**src/rtl/seg7_scan.sv**
```systemverilog
// seg7_scan: time-multiplexed 8-digit common-anode hex display driver with frame-synchronous double buffering
module seg7_scan #(
    parameter int DIV   = 100000,
    parameter int GUARD = 16,
    parameter bit LZB   = 1'b0
) (
    input  logic        clk,
    input  logic        rst_n,
    input  logic [31:0] value,
    input  logic        load,
    input  logic [7:0]  digit_en,
    output logic [7:0]  AN,
    output logic [6:0]  Seg,
    output logic        frame_done
);
    localparam int CW = (DIV > 1) ? $clog2(DIV) : 1;

    logic [CW-1:0] r_cnt, w_cnt_n;
    logic [2:0]    r_idx, w_idx_n;
    logic [31:0]   r_pending, r_shadow, w_shadow_n;
    logic          w_tick, w_wrap, w_blank, w_guard;
    logic [3:0]    w_nib;
    logic [6:0]    w_hex;

    // next-state of the scan counters and shadow buffer; outputs are derived from these
    always_comb begin
        w_tick     = r_cnt == CW'(DIV - 1);
        w_wrap     = w_tick && r_idx == 3'd7;
        w_cnt_n    = w_tick ? '0 : r_cnt + 1'b1;
        w_idx_n    = w_tick ? r_idx + 3'd1 : r_idx;
        w_shadow_n = w_wrap ? (load ? value : r_pending) : r_shadow;
        w_nib      = w_shadow_n[{w_idx_n, 2'b00} +: 4];
        w_guard    = int'(w_cnt_n) < GUARD;
        w_blank    = !digit_en[w_idx_n] ||
                     (LZB && w_idx_n != 3'd0 && (w_shadow_n >> {w_idx_n, 2'b00}) == 32'd0);
    end

    // active-low segment pattern for the selected nibble
    always_comb begin
        w_hex = 7'h7F;
        case (w_nib)
            4'h0: w_hex = 7'h40;
            4'h1: w_hex = 7'h79;
            4'h2: w_hex = 7'h24;
            4'h3: w_hex = 7'h30;
            4'h4: w_hex = 7'h19;
            4'h5: w_hex = 7'h12;
            4'h6: w_hex = 7'h02;
            4'h7: w_hex = 7'h78;
            4'h8: w_hex = 7'h00;
            4'h9: w_hex = 7'h10;
            4'hA: w_hex = 7'h08;
            4'hB: w_hex = 7'h03;
            4'hC: w_hex = 7'h46;
            4'hD: w_hex = 7'h21;
            4'hE: w_hex = 7'h06;
            4'hF: w_hex = 7'h0E;
            default: w_hex = 7'h7F;
        endcase
    end

    // counters, buffers and registered display outputs; reset blanks the display at once
    always_ff @(posedge clk or negedge rst_n) begin
        if (!rst_n) begin
            r_cnt      <= '0;
            r_idx      <= '0;
            r_pending  <= '0;
            r_shadow   <= '0;
            AN         <= 8'hFF;
            Seg        <= 7'h7F;
            frame_done <= 1'b0;
        end else begin
            r_cnt      <= w_cnt_n;
            r_idx      <= w_idx_n;
            r_shadow   <= w_shadow_n;
            if (load) r_pending <= value;
            Seg        <= w_blank ? 7'h7F : w_hex;
            AN         <= (w_blank || w_guard) ? 8'hFF : ~(8'd1 << w_idx_n);
            frame_done <= w_wrap;
        end
    end
endmodule

```
**config.mk**
```make
export PLATFORM = sky130hd
export DESIGN_NAME = seg7_scan
export DESIGN_NICKNAME = d
export VERILOG_FILES = /design/src/rtl/seg7_scan.sv
export SDC_FILE = /design/constraint.sdc
export NUM_CORES = 1
export LEC_CHECK = 0
export CORE_ASPECT_RATIO = 1.75
export CORE_MARGIN = 5
export CORE_UTILIZATION = 45
export DETAILED_ROUTE_END_ITERATION = 8
export DONT_BUFFER_PORTS = 1
export SYNTH_ARGS = -nofsm -noshare
export SYNTH_HDL_FRONTEND = slang
export SYNTH_SLANG_ARGS = --single-unit
```
**constraint.sdc**
```tcl
create_clock -name clk -period 5.5 [get_ports clk]
set_input_delay 1.375 -clock clk [delete_from_list [all_inputs] [get_ports clk]]
set_output_delay 1.375 -clock clk [all_outputs]
set_load 0.01 [all_outputs]
```
# Word-level counts from Yosys, hierarchy flattened
# Memories as Yosys holds them, arrays and structs flattened.
# Cells that the tools add are included.
# classes
add_sub_neg,2
magnitude_cmp,2
n_eq_ne,2
shift,2
n_mux,8
bitwise,1
reduce_logical,3
# op_table
operator,n
$mux 32,2
$shiftx 32x6->4,1
$add 17x1->17 const B,1
$eq 17x17->1 const B,1
$lt 17x5->1 const B,1
$mux 17,1
$mux 8,1
$not 8->8,1
$shl 1x3->8 const A,1
$mux 7,1
$lt 3x4->1 const B,1
$add 3x1->3 const B,1
$bmux 1 s3,1
$eq 3x3->1 const B,1
$mux 3,1
$logic_and 1x1->1,1
$logic_not 1->1,1
$logic_or 1x1->1,1
$mux 1,1
# word_totals
regBits,100
mem_bits_ro,112
input_bits,43
out_inout_bits,16
word_cells,28
memories,1
# mem_list
memory,depth,word_bits,read_ports,rd_clocked_by_memory_dff,write_ports,line,text
(no name shown),16,7,1,0,0,41,case (w_nib)

# Logic depth before layout (Yosys ltp)
# Gate-level depths: netlist (run 1).
# depth
word_depth,7
ltp_mapped,14
mapped_depth_nobuf,12

# Worst setup path after synthesis (run 1)
# No wires, ideal clock.
# synth_timing
path_kind,input -> register
startpoint,input load
endpoint,register Seg[3]
arrival_ns,3.934
t_required_ns,5.407
slack_ns,1.473
stages,13
path_buffers,3
path_cell_list,buf_6 -> buf_6 -> buf_6 -> mux2_4 -> mux4_2 -> nor2_1 -> nor4_1 -> nor4_2 -> inv_2 -> ha_1 -> or3_1 -> a21oi_1 -> o21ai_1
# synth_between
elab_chain_len,5
# synth_rtl
element,line,text
from (decl),10,"input logic load,"
$mux 32,n/a,
$mux 32,31,w_shadow_n = w_wrap ? (load ? value : r_pending) : r_shadow;
$shiftx 32x6->4,32,"w_nib = w_shadow_n[{w_idx_n, 2'b00} +: 4];"
$mem_v2 16x7,n/a,
$mux 7,77,Seg <= w_blank ? 7'h7F : w_hex;
to (signal assigned),77,
to (decl),13,"output logic [6:0] Seg,"
# No other way between the ends.

# Worst setup path after layout (run 1)
# layout_timing
startpoint,register r_idx[0]
endpoint,register Seg[1]
# layout_between
elab_chain_len,6
# layout_rtl
element,line,text
from (decl),19,"logic [2:0] r_idx, w_idx_n;"
from (signal assigned),74,r_idx <= w_idx_n;
"parallel branches: the longest is 5 deep, another holds $mem_v2 16x7",n/a,
$mux 7 (*),77,
# Mark *: on every way between the ends. The select of a mux whose other input is x is not followed.

==> results_dict.tcl, run 1 <==
set metrics [dict create \
    status "finished, final reports clean" \
    wl_per_cell_um 20.4 \
    ant_nets 0 \
    grt_pass1_wl_mm 18.9 \
    yosys_warnings 0 \
    fillers 1075 \
    maxCapViolCount 0 \
    initial_core_util 0.453 \
    cp.required_ns 5.78 \
    tightest_slew_ns 1.00 \
    power_leakage_uw 0.00239 \
    seq_area_sq_um 2520 \
    final_util 0.475 \
    clock-root-buffer "clkbuf_16" \
    setup_tns_ns 0 \
    powerDensity_nw_per_um2 261 \
    drive_above_1_share 0.253 \
    critPathCaptureType "flip-flop" \
    hp-class "reg2reg" \
    reg2reg_slack_ns 1.23 \
    cts_hold_buf 0 \
    yosys.area_share.simple 0.133 \
    synth_fa_ha_area_frac 0.0208 \
    min_period_over_period 0.777 \
    io_pins 59 \
    synthXorXnorAreaFrac 0.0307 \
    grt.overflow.total 0 \
    max_slew_margin 0.333 \
    cts_sinks 100 \
    fmax_mhz 234 \
    seq_area_frac_synth 0.466 \
    final_cell_count_no_fill 572 \
    drcViolationCount 0 \
    die_w_um 92.9 \
    dr.pass1.iters 4 \
    syn-cell-area_sq_um 5410 \
    synth_top_area_share 0.393 \
    wirelength_mm 11.7 \
    ctsHtreeMaxLevel 3 \
    nNetsFinal 482 \
    portBuffers 0 \
    yosysTopAreaCell "dfrtp_1" \
    synthCells 449 \
    clk_pin_slew_ns 0.07 \
    synth.area.top_cells "dfrtp_1, mux4_2, mux2_2" \
    synth.mux.area_fraction 0.216 \
    rsz0062_at_grt "false" \
    die_area_sq_um 14400 \
    dr.first_iter.drc_count 146 \
    synth-edff-count 0 \
    clkLatencyLatePin_ns 0.35 \
    setup_violations 0 \
    cts_buffers 9 \
    synthToLayoutAreaGrowth_pct 4.76 \
    cp.arrival_ns 4.55 \
    grt_antenna_before_repair 0 \
    avgSynthCellArea_sq_um 12.1 \
    synth_commonest_cells "dfrtp_1, mux2_2, nand2_1" \
    synth-seq-cells 100 \
    coreArea_sq_um 11900 \
    ctsResizeCount 0 \
    rows 53 \
    grt_max_degree 101 \
    cts_setup_buffers 0 \
    via_per_inst 6.00 \
    min_period_ns 4.27 \
    synth_ff_type "dfrtp_1" \
    grtUsageTotal 0.171 \
    synth.most_common_cell "dfrtp_1" \
    ys_async_sr_fraction 1.00 \
    grt_pass1_vias 3594 \
    synth_top_family_by_area "multiplexers" \
    hold_violations 0 \
    antenna_cells 0 \
    crit_path_start_kind "flip-flop" \
    synthDistinctLibCells 58 \
    post-place-cells 556 \
    place.gp.congestion 0.876 \
    skew_ns 0.0103 \
    synth.net_count 501 \
    setup.worst_path.class "reg2reg" \
    multi_input_area_sq_um 2620 \
    drv_slew 0 \
    die_h_um 155 \
    path_max_fanout 16 \
    ir_drop_v 0.000130 \
    cts_buffer_depth 2 \
    vias 3434 \
    synth_compound_area_frac 0.0823 \
    hpwl_mm 8.42 \
    cts_tree "yes" \
]
power by group:
| part | switching, uW | leakage, uW | internal (uW) |
|---|---|---|---|
| logic | 41.7 | 0.00107 | 48.0 |
| clock network | 287 | 0.000134 | 312 |
| registers | 16.6 | 0.00119 | 775 |
placed cells by master, fill, tap and decap left out, types with 4 or more instances in the layout:
master	n
nand4_1	15
dfstp_2	15
clkbuf_16	9
mux2_4	5
nor2_1	21
mux2_1	4
mux4_2	20
ha_1	9
nand2_1	22
o21ai_0	19
nor3_1	10
xnor2_1	10
mux2_2	39
nor2b_1	6
dfrtp_1	85
xor2_1	9
a211oi_1	11
a21oi_1	8
nor4_1	9
and2_1	4
and4_1	6
mux2i_1	16
inv_1	16
nand3_1	11
flip-flops by register name, summed over array words and instances (netlist names):
name / count
r_idx: 3
r_pending: 32
r_cnt: 17
Seg: 7
r_shadow: 32
AN: 8
frame_done: 1
layer usage:
metal	vias to the layer above	GRT usage	part of all wire
met2	68	0.311	0.56
met4	0	0.0727	0.024
li1	1628	-	-
met1	1718	0.189	0.38
met3	20	0.0373	0.035
met5	-	0	0
worst paths after layout:
kind                            startpoint        to  depth (start not counted)
worst min register to register    r_cnt[0]  r_cnt[0]                          1
worst max-delay path              r_idx[0]    Seg[1]                         10
worst min-delay path              r_cnt[0]  r_cnt[0]                          1
min in group asynchronous            rst_n  r_cnt[4]                          0
max in group asynchronous            rst_n    Seg[3]                          0
worst max register to register    r_idx[0]    Seg[1]                         10
final cells by class:
type | instances | area share
Multi-Input combinational cell | 299 | 0.461
Inverter | 17 | 0.0113
Sequential cell | 100 | 0.445
Tap cell | 137 | 0.0302
Clock inverter | 6 | 0.00838
Timing Repair Buffer | 3 | 0.00397
Clock buffer | 10 | 0.0404
cell families after synthesis:
| group | count (synthesis) |
|---|---|
| buf+inv | 50 |
| compound gates | 66 |
| fa+ha+maj | 9 |
| mux | 84 |
| simple gates | 121 |
| xor+xnor | 19 |
| flops | 100 |
critical path, stage by stage, from the launching register on:
cell      delay, ns
dfrtp_1        0.67
ha_1           0.24
ha_1           0.72
mux4_2         0.37
o21ai_0        0.13
a222oi_1       0.90
inv_1          0.24
ha_1           0.36
a21oi_1        0.12
a211oi_1       0.06
a311o_1        0.37
through the flow:
step	hold WS (ns)	setup WS [ns]	power (uW)	area [sq um]
floorplan	0.424	1.47	879	5410
global placement	0.434	1.29	893	5390
detailed placement	0.445	1.18	898	5390
CTS	0.455	1.16	1500	5670
global route	0.494	0.863	1530	5670
finish	0.452	1.23	1480	5670
No activity file was read; power rests on OpenSTA's default activity.
==> run 2, diff against run 1 <==
==> constraint.sdc (replaced) <==
create_clock -name clk -period 3.6 [get_ports clk]
set_input_delay 0.9 -clock clk [delete_from_list [all_inputs] [get_ports clk]]
set_output_delay 0.9 -clock clk [all_outputs]
set_load 0.01 [all_outputs]
==> results_dict.tcl, run 2 (synthesis results as in run 1) <==
set metrics [dict create \
    status "finished, final reports clean" \
    multi_input_area_sq_um 2620 \
    wl_per_cell_um 20.2 \
    crit_path_start_kind "flip-flop" \
    crit_buf_inv 3 \
    synthToLayoutAreaGrowth_pct 7.49 \
    layout_commonest_cell "dfrtp_1" \
    p_int_uw 1750 \
    grt_antenna_before_repair 1 \
    cts_sinks 100 \
    die_area_sq_um 14400 \
    grt_pass1_wl_mm 19.6 \
    grt_max_degree 101 \
    p_sw_uw 528 \
    clkLatencyLatePin_ns 0.34 \
    setup.worst_path.class "reg2reg" \
    die_h_um 155 \
    swShare 0.231 \
    fillers 1073 \
    nNetsFinal 499 \
    power_leakage_uw 0.00248 \
    grtUsageTotal 0.176 \
    max_slew_margin 0.592 \
    cts_hold_buf 0 \
    coreArea_sq_um 11900 \
    maxCapViolCount 0 \
    drcViolationCount 0 \
    hold_violations 0 \
    path_max_fanout 5 \
    wirelength_mm 11.9 \
    pwr-share-clk 0.409 \
    ctsHtreeMaxLevel 3 \
    min_period_ns 3.40 \
    hpwl_mm 8.61 \
    cp.required_ns 3.86 \
    grt_pass1_vias 3795 \
    place.gp.congestion 0.860 \
    worstPathCellList "ha_1, and4_1, buf_4, and4_1, mux2i_1, a2111oi_0, nor4_2, buf_4, inv_2, ha_1, or3_1, a21oi_1, o21ai_1" \
    rows 53 \
    seq_area_sq_um 2520 \
    final_cell_mix "dfrtp_1, mux2_2, nand2_1" \
    reg2reg_slack_ns 0.20 \
    clock-root-buffer "clkbuf_16" \
    cp_slowest_stage_delay_ns 0.41 \
    die_w_um 92.9 \
    hp-class "in2async" \
    vias 3561 \
    grt.overflow.total 0 \
    via_per_inst 6.04 \
    clk_pin_slew_ns 0.07 \
    portBuffers 0 \
    critPathCaptureType "flip-flop" \
    min_period_over_period 0.944 \
    drv_slew 0 \
    rsz0062_at_grt "false" \
    power_frac_seq 0.530 \
    drive_above_1_share 0.285 \
    fmax_mhz 294 \
    cts_tree "yes" \
    post-place-cells 573 \
    power.total_uw 2280 \
    skew_ns 0.00840 \
    cts_buffers 9 \
    powerDensity_nw_per_um2 392 \
    initial_core_util 0.453 \
    dr.first_iter.drc_count 210 \
    setup_tns_ns 0 \
    dr.pass1.iters 4 \
    io_pins 59 \
    cpMaxStageDelayCell "mux2i_1" \
    cts_buffer_depth 2 \
    cp.arrival_ns 3.66 \
    top_regs "r_pending: 32 flops, r_shadow: 32 flops, r_cnt: 17 flops" \
    setup_violations 0 \
    ant_nets 0 \
    combinationalPowerShare 0.061 \
    final_cell_count_no_fill 590 \
    tightest_slew_ns 0.607 \
    ir_drop_v 0.000188 \
    crit_family "simple AND/OR/NAND/NOR gates" \
]
## run 2: worst paths after layout
kind	start	endpoint	cells past startpoint
setup / recovery	r_cnt[0]	Seg[3]	13
hold / removal	rst_n	r_cnt[8]	0
setup reg to reg	r_cnt[0]	Seg[3]	13
hold reg to reg	r_cnt[0]	r_cnt[0]	1
max in group asynchronous	rst_n	Seg[1]	0
min in group clk	r_cnt[0]	r_cnt[0]	1
## run 2: layer usage
layer,vias up,track usage,wire (um)
met1,1814,0.195,4650
li1,1652,-,-
met5,-,0,0
met3,26,0.0334,346
met4,0,0.0922,464
met2,69,0.314,6450
## run 2: layout make-up
type                       instances  share of cell area
multi-input combinational        299               0.451
antenna                            1            0.000430
clock inverter                     6             0.00839
inverter                          17              0.0110
tap                              137              0.0295
sequential                       100               0.433
clock buffer                      10              0.0411
timing repair buffer              20              0.0258
## run 2: what timing repair did
item | 4_1_cts | 5_1_grt
hold endpoints to repair | 0 | 0
setup endpoints to repair | 0 | 2
buffers inserted | 0 | 0
gates resized for setup | 0 | 1
## run 2: power groups by stage
| stage | Sequential, uW | Combinational [uW] | Clock [uW] |
|---|---|---|---|
| 3_3_place_gp | 1230 | 136 | 0 |
| 6_report | 1210 | 140 | 933 |
| 2_1_floorplan | 1220 | 121 | 0 |
| 5_1_grt | 1210 | 154 | 1020 |
| 3_5_place_dp | 1230 | 141 | 0 |
| 4_1_cts | 1210 | 142 | 964 |
## run 2: per-stage QoR
stage | setup WS, ns | instance area, sq um | util | hold WS (ns)
2_1_floorplan | 0.0479 | 5410 | - | 0.424
3_3_place_gp | 0.220 | 5520 | 0.463 | 0.433
3_5_place_dp | 0.169 | 5520 | 0.463 | 0.449
4_1_cts | 0.225 | 5810 | 0.487 | 0.236
5_1_grt | 0.00429 | 5820 | 0.487 | 0.226
6_report | 0.200 | 5820 | 0.487 | 0.249
